### config.mk
export PLATFORM = sky130hd
export DESIGN_NAME = pwm_channel_flat
export DESIGN_NICKNAME = d
export VERILOG_FILES = /design/src/rtl/pwm_channel_pkg.sv /design/src/rtl/pwm_if.sv /design/src/rtl/pwm_channel_tick_divider.sv /design/src/rtl/pwm_channel.sv /design/src/flat_wrapper.sv
export SDC_FILE = /design/constraint.sdc
export NUM_CORES = 1
export LEC_CHECK = 0
export BUFFER_PORTS_ARGS = -buffer_cell sky130_fd_sc_hd__buf_2
export CAP_MARGIN = 30
export CORE_ASPECT_RATIO = 1.75
export CORE_UTILIZATION = 29
export CTS_CLUSTER_DIAMETER = 50
export DETAILED_ROUTE_END_ITERATION = 10
export GPL_TIMING_DRIVEN = 0
export RECOVER_POWER = 100
export SKIP_CTS_REPAIR_TIMING = 1
export SLEW_MARGIN = 20
export SYNTH_ARGS = -nofsm -noshare
export SYNTH_HDL_FRONTEND = slang
export SYNTH_HIERARCHICAL = 1
export SYNTH_SLANG_ARGS = --single-unit
### constraint.sdc
create_clock -name clk -period 3.7 [get_ports clk]
set_input_delay 0 -clock clk [delete_from_list [all_inputs] [get_ports clk]]
set_output_delay 0 -clock clk [all_outputs]
set_load 0.02 [all_outputs]
### src/rtl/pwm_channel_pkg.sv
// Shared helpers for the PWM channel and its tick divider.
// Sizes prescaler counters so a divide-by-1 still gets one bit.
package pwm_channel_pkg;

  function automatic int cnt_width(input int p);
    return (p > 1) ? $clog2(p) : 1;
  endfunction

endpackage

### src/rtl/pwm_if.sv
// Control/status bundle between the level source and one PWM channel.
// master drives enable/level, slave returns the PWM state.
interface pwm_if #(
  parameter int WIDTH = 8
);
  logic             enable;
  logic [WIDTH-1:0] level;
  logic             out;
  logic             period_start;
  logic [WIDTH-1:0] duty_active;

  modport master (
    output enable,
    output level,
    input  out,
    input  period_start,
    input  duty_active
  );

  modport slave (
    input  enable,
    input  level,
    output out,
    output period_start,
    output duty_active
  );
endinterface

### src/rtl/pwm_channel_tick_divider.sv
// Divide-by-PRESCALE tick generator; clear parks it at the start.
// Also reused by the debounce stage.
module tick_divider
  import pwm_channel_pkg::*;
#(
  parameter int PRESCALE = 1
) (
  input  logic clk,
  input  logic reset,
  input  logic clear,
  output logic tick
);
  localparam int CW = cnt_width(PRESCALE);
  localparam logic [CW-1:0] LAST = CW'(PRESCALE - 1);

  logic [CW-1:0] pre_cnt;

  always_ff @(posedge clk) begin
    if (reset || clear) begin
      pre_cnt <= '0;
    end else if (pre_cnt == LAST) begin
      pre_cnt <= '0;
    end else begin
      pre_cnt <= pre_cnt + 1'b1;
    end
  end

  assign tick = (pre_cnt == LAST);
endmodule

### src/rtl/pwm_channel.sv
// One LED colour channel: free-running period counter, shadowed
// duty word and a registered compare output.
module pwm_channel
  import pwm_channel_pkg::*;
#(
  parameter int WIDTH    = 8,
  parameter int PRESCALE = 1,
  parameter int INVERT   = 0
) (
  input  logic clk,
  input  logic reset,
  pwm_if.slave bus
);
  localparam logic [WIDTH-1:0] LAST = '1;
  localparam logic INV = (INVERT != 0);

  logic [WIDTH-1:0] count;
  logic [WIDTH-1:0] duty;
  logic             out_q;
  logic             ps_q;
  logic             tick;
  logic             clear;
  logic             wrap;

  assign clear = ~bus.enable;
  assign wrap  = tick && (count == LAST);

  tick_divider #(
    .PRESCALE(PRESCALE)
  ) u_div (
    .clk  (clk),
    .reset(reset),
    .clear(clear),
    .tick (tick)
  );

  // Duty only swaps at the period wrap so a pulse is never cut short.
  always_ff @(posedge clk) begin
    if (reset) begin
      count <= '0;
      duty  <= '0;
      out_q <= INV;
      ps_q  <= 1'b0;
    end else if (!bus.enable) begin
      count <= '0;
      duty  <= bus.level;
      out_q <= INV;
      ps_q  <= 1'b0;
    end else begin
      if (tick) begin
        count <= count + 1'b1;
      end
      if (wrap) begin
        duty <= bus.level;
      end
      ps_q  <= wrap;
      out_q <= (count < duty) ^ INV;
    end
  end

  assign bus.out          = out_q;
  assign bus.period_start = ps_q;
  assign bus.duty_active  = duty;
endmodule

### src/flat_wrapper.sv
// flat-port wrapper written by rule: the top's interface ports become plain ports
module pwm_channel_flat import pwm_channel_pkg::*;
#(
  parameter int WIDTH    = 8,
  parameter int PRESCALE = 1,
  parameter int INVERT   = 0
)
  (clk, reset, bus_enable, bus_level, bus_out, bus_period_start, bus_duty_active);
  pwm_if #(.WIDTH(WIDTH)) bus_i ();
  input  logic clk;
  input  logic reset;
  input wire logic [$bits(bus_i.enable)-1:0] bus_enable;
  input wire logic [$bits(bus_i.level)-1:0] bus_level;
  output wire logic [$bits(bus_i.out)-1:0] bus_out;
  output wire logic [$bits(bus_i.period_start)-1:0] bus_period_start;
  output wire logic [$bits(bus_i.duty_active)-1:0] bus_duty_active;
  assign bus_i.enable = bus_enable;
  assign bus_i.level = bus_level;
  assign bus_out = bus_i.out;
  assign bus_period_start = bus_i.period_start;
  assign bus_duty_active = bus_i.duty_active;
  pwm_channel #(.WIDTH(WIDTH), .PRESCALE(PRESCALE), .INVERT(INVERT)) u_core (.clk(clk), .reset(reset), .bus(bus_i));
endmodule
==> results_dict.tcl, run 1 <==
set metrics [dict create \
    grt_overflow 0 \
    leakagePower_uw 0.000491 \
    clock_latency_ns 0.25 \
    wl_met2_mm 1.05 \
    final_common_cell "dfxtp_1" \
    drc 0 \
    coreArea_um2 3210 \
    drt_pass1_iterations 3 \
    worst_pin_slew_ns 0.576 \
    finClkSkew_ns 0.00118 \
    failed_checks "hold timing" \
    worstSetupStartpoint "u_core/count[0]" \
    wl_met1_um 758 \
    row_count 27 \
    postRouteAntennaNets 0 \
    register_area_um2 380 \
    cts-buffers-inserted 3 \
    crit_fanout 8 \
    area_growth_pct 18.3 \
    initial_core_util_pct 30.9 \
    cts.sinks 19 \
    cts_tree "yes" \
    final_cell_mix "dfxtp_1 (19), clkbuf_1 (14), buf_2 (11)" \
    cts-root-buf "clkbuf_8" \
    whs_ns -0.00477 \
    vias_per_cell 4.53 \
    syn_nets 124 \
    clk_pin_slew_ns 0.07 \
    setup_violations 0 \
    r2r-start "u_core/count[0]" \
    postSynthAreaPerCell_um2 9.45 \
    dr_wl_met3_um 46 \
    die_area_um2 3670 \
    fmax_mhz 589 \
    hold_viol_final 3 \
    htree_num_levels 1 \
    wirelength_mm 1.88 \
    cts_buffer_depth 2 \
    setup_slack_ns 2.00 \
    slew_viol_final 0 \
    rsz0062_at_grt "false" \
    finalCritPeriodShare_pct 45.9 \
    maxCapViolations 0 \
    io-pin-count 21 \
    fin_crit_ns 1.70 \
    syn_inst 105 \
    routed.top_layer "met4" \
    status "complete, but fails checks" \
    crit_required_ns 3.88 \
    grt_pass1_wl_mm 3.24 \
    fp.dieW_um 46.2 \
    first_global_vias 737 \
    startpoint_type "register" \
    diodes 0 \
    ys_warn_count 6 \
    fill_cells 336 \
    grt_use_total_pct 12.4 \
    wire_per_inst_um 10.9 \
    vias 784 \
    hp-start "bus_level[5]" \
    pre_cts_ws_ns 2.30 \
    worst_hold_path_type "input port to register" \
    slew_headroom_pct 61.6 \
    synth_area_um2 992 \
    antenna_found_initial 0 \
    powerDensity_nw_per_um2 350 \
    dpl.hpwl_mm 1.50 \
    gp_congestion 0.748 \
    drive_above_1_share_pct 12.3 \
    criticalPathCategory "register to register" \
    arrival_ns 1.88 \
    setup_tns_ns 0 \
    peakVddDrop_mv 0.212 \
    place.port_buffers 20 \
    die_height_um 79.4 \
    drtIter0Drc 14 \
    multi_input_area_um2 543 \
    end_kind "register" \
    grt_max_degree 11 \
    nNetsFinal 150 \
]
## worst max-delay path: stages (launching register included)
cell      delay (ns)
dfxtp_1         0.34
ha_1            0.23
nand4_1         0.20
o21a_1          0.16
clkbuf_1        0.45
mux2i_1         0.25
## layout make-up
| cell class | count | share of cell area (%) |
|---|---|---|
| Multi-Input combinational cell | 72 | 46.3 |
| Sequential cell | 19 | 32.4 |
| Timing Repair Buffer | 21 | 8.32 |
| Tap cell | 43 | 4.58 |
| Clock buffer | 4 | 3.84 |
| Inverter | 10 | 3.20 |
| Buffer | 4 | 1.39 |
## report_power, final
| group | internal, uW | total, uW | switching [uW] |
|---|---|---|---|
| clock network | 76.4 | 141 | 64.8 |
| logic | 23.6 | 52.6 | 29.0 |
| registers | 212 | 217 | 4.92 |
| total | 312 | 411 | 98.7 |
## state kept, by name, summed over array words and instances (netlist names)
register / cells
u_core/u_div/pre_cnt: 1
u_core/count: 8
u_core/bus.out: 1
u_core/bus.period_start: 1
u_core/bus.duty_active: 8
## path summary, 6_finish.rpt
check	end	slack (ns)	cells after the start
max reg2reg	u_core/bus.duty_active[6]	2.00	5
min	u_core/bus.duty_active[5]	-0.005	3
min reg2reg	u_core/count[6]	0.54	2
max	u_core/bus.duty_active[6]	2.00	5
## per-layer routing
metal / up-vias / global-route usage, %
met5: - / 0
met4: 0 / 6.18
met3: 2 / 2.71
met2: 10 / 21.7
met1: 368 / 12.9
li1: 404 / -
## per-stage QoR
stage          hold slack (ns)  instances  power [uW]  util (%)  cell area [um2]
2_1_floorplan            0.152        105         258         -              992
6_report              -0.00477        173         411      36.6             1170
4_1_cts               -0.00918        172         420      37.1             1190
3_5_place_dp             0.263        168         277      35.7             1150
5_1_grt              0.0000406        173         434      36.6             1170
3_3_place_gp             0.256        168         276      35.7             1150
(Power assumes the default switching activity.)
==> run 2: changes to the inputs <==
Clock period 3.7 ns to 1.76 ns, I/O delays scaled along.
==> run 2 against run 1 <==
The flow still finishes with violations (hold timing). Design area increased by 0.64%. Clock skew about the same. Routed wire length increased by 0.21%. Core utilization increased by 0.23 points. Power increased by 110%. Flip-flop and latch count unchanged. Highest routed layer unchanged. Largest power group unchanged.
==> results_dict.tcl, run 2 (synthesized netlist as in run 1, its figures left out) <==
set metrics [dict create \
    status "complete, but fails checks" \
    failed_checks "hold timing" \
    whs_ns -0.00477 \
    slew_viol_final 0 \
    arrival_ns 1.60 \
    switching_share_pct 24.0 \
    vias_per_cell 4.54 \
    grt_max_degree 11 \
    hold_depth 3 \
    final_common_cell "dfxtp_1" \
    diodes 0 \
    p_switching_uw 208 \
    final_cell_mix "dfxtp_1 (19), clkbuf_1 (13), buf_2 (11)" \
    gp_congestion 0.748 \
    crit_fanout 8 \
    worstSetupStartpoint "u_core/count[0]" \
    drtIter0Drc 15 \
    vias 785 \
    rrSetupSlack_ns 0.30 \
    first_global_vias 737 \
    wirelength_mm 1.89 \
    grt_overflow 0 \
    maxCapViolations 0 \
    htree_num_levels 1 \
    multi_input_area_um2 543 \
    criticalPathCategory "register to register" \
    register_area_um2 380 \
    cts-buffers-inserted 3 \
    rsz0062_at_grt "false" \
    worst_hold_path_type "input port to register" \
    postRouteAntennaNets 0 \
    reg2regPathDepth 5 \
    drive_above_1_share_pct 13.1 \
    cts.sinks 19 \
    dp_cells 168 \
    fin_cells 173 \
    drc 0 \
    pwr-share-seq_pct 52.7 \
    crit_end "u_core/bus.duty_active[6]" \
    dpl.hpwl_mm 1.50 \
    crit_required_ns 1.90 \
    area_growth_pct 19.0 \
    place.port_buffers 20 \
    cts_tree "yes" \
    clockPowerShare_pct 34.3 \
    grt_use_total_pct 12.4 \
    fp.dieW_um 46.2 \
    antenna_found_initial 0 \
    fill_cells 334 \
    clk_pin_slew_ns 0.07 \
    finClkSkew_ns 0.00121 \
    fin_crit_ns 1.46 \
    die_height_um 79.4 \
    rr_endpoint "u_core/bus.duty_active[6]" \
    fmax_mhz 685 \
    pwr-share-comb_pct 13.0 \
    coreArea_um2 3210 \
    setup_violations 0 \
    powerDensity_nw_per_um2 733 \
    io-pin-count 21 \
    startpoint_type "register" \
    finalCritPeriodShare_pct 82.9 \
    hold_viol_final 3 \
    wire_per_inst_um 10.9 \
    initial_core_util_pct 30.9 \
    drt_pass1_iterations 3 \
    cts-root-buf "clkbuf_8" \
    row_count 27 \
    end_kind "register" \
    grt_pass1_wl_mm 3.24 \
    clock_latency_ns 0.25 \
    r2r-start "u_core/count[0]" \
    cts_buffer_depth 2 \
    peakVddDrop_mv 0.445 \
    die_area_um2 3670 \
    setup_tns_ns 0 \
    leakagePower_uw 0.000496 \
    intPower_uw 658 \
    nNetsFinal 150 \
]
[run 2: cell count changes in the layout (fill, tap and decap cells not counted), sizes merged]
cell	before	now
buf	11	12
clkbuf	17	16
[run 2: area by class of cell]
type / instances / area share (%)
buffer: 4 / 2.01
clock buffer: 4 / 3.81
inverter: 10 / 3.18
multi-input combinational: 72 / 46.0
sequential: 19 / 32.2
tap: 43 / 4.56
timing repair buffer: 21 / 8.26
[run 2: stage by stage]
step                      util [%]  power (uW)  cell area, um2  setup slack (ns)
after floorplan                  -         543             992             0.465
after global placement        35.7         579            1150             0.405
after detailed placement      35.7         583            1150             0.364
after CTS                     37.1         883            1190             0.335
after global routing          36.8         915            1180             0.156
final                         36.8         866            1180             0.301
[run 2: worst max-delay path, stage by stage, from the launching register on]
cell and delay [ns]:
dfxtp_1 0.39, ha_1 0.20, nand4_1 0.23, o21a_1 0.27, buf_6 0.14, mux2i_1 0.12
[run 2: how the worst min path moves through the flow]
stage / start / endpoint / slack, ns
final: bus_level[5] / u_core/bus.duty_active[5] / -0.005
after global routing: bus_level[4] / u_core/bus.duty_active[4] / 0.00004
after CTS: bus_level[5] / u_core/bus.duty_active[5] / -0.009
after detailed placement: bus_level[5] / u_core/bus.duty_active[5] / 0.26
after global placement: bus_level[4] / u_core/bus.duty_active[4] / 0.26
after floorplan: bus_level[0] / u_core/bus.duty_active[0] / 0.15
[run 2: power groups by stage]
stage | clock network (uW) | logic [uW] | registers [uW]
4_1_cts | 309 | 117 | 457
5_1_grt | 331 | 125 | 459
3_5_place_dp | 0 | 116 | 466
2_1_floorplan | 0 | 61.5 | 481
3_3_place_gp | 0 | 114 | 466
6_report | 297 | 112 | 457
[run 2: routing by layer]
| layer | up-vias | wire (um) | GRT usage [%] |
|---|---|---|---|
| met1 | 369 | 761 | 12.9 |
| met3 | 2 | 46 | 2.71 |
| met5 | - | 0 | 0 |
| met2 | 10 | 1060 | 21.7 |
| li1 | 404 | - | - |
| met4 | 0 | 22 | 6.18 |
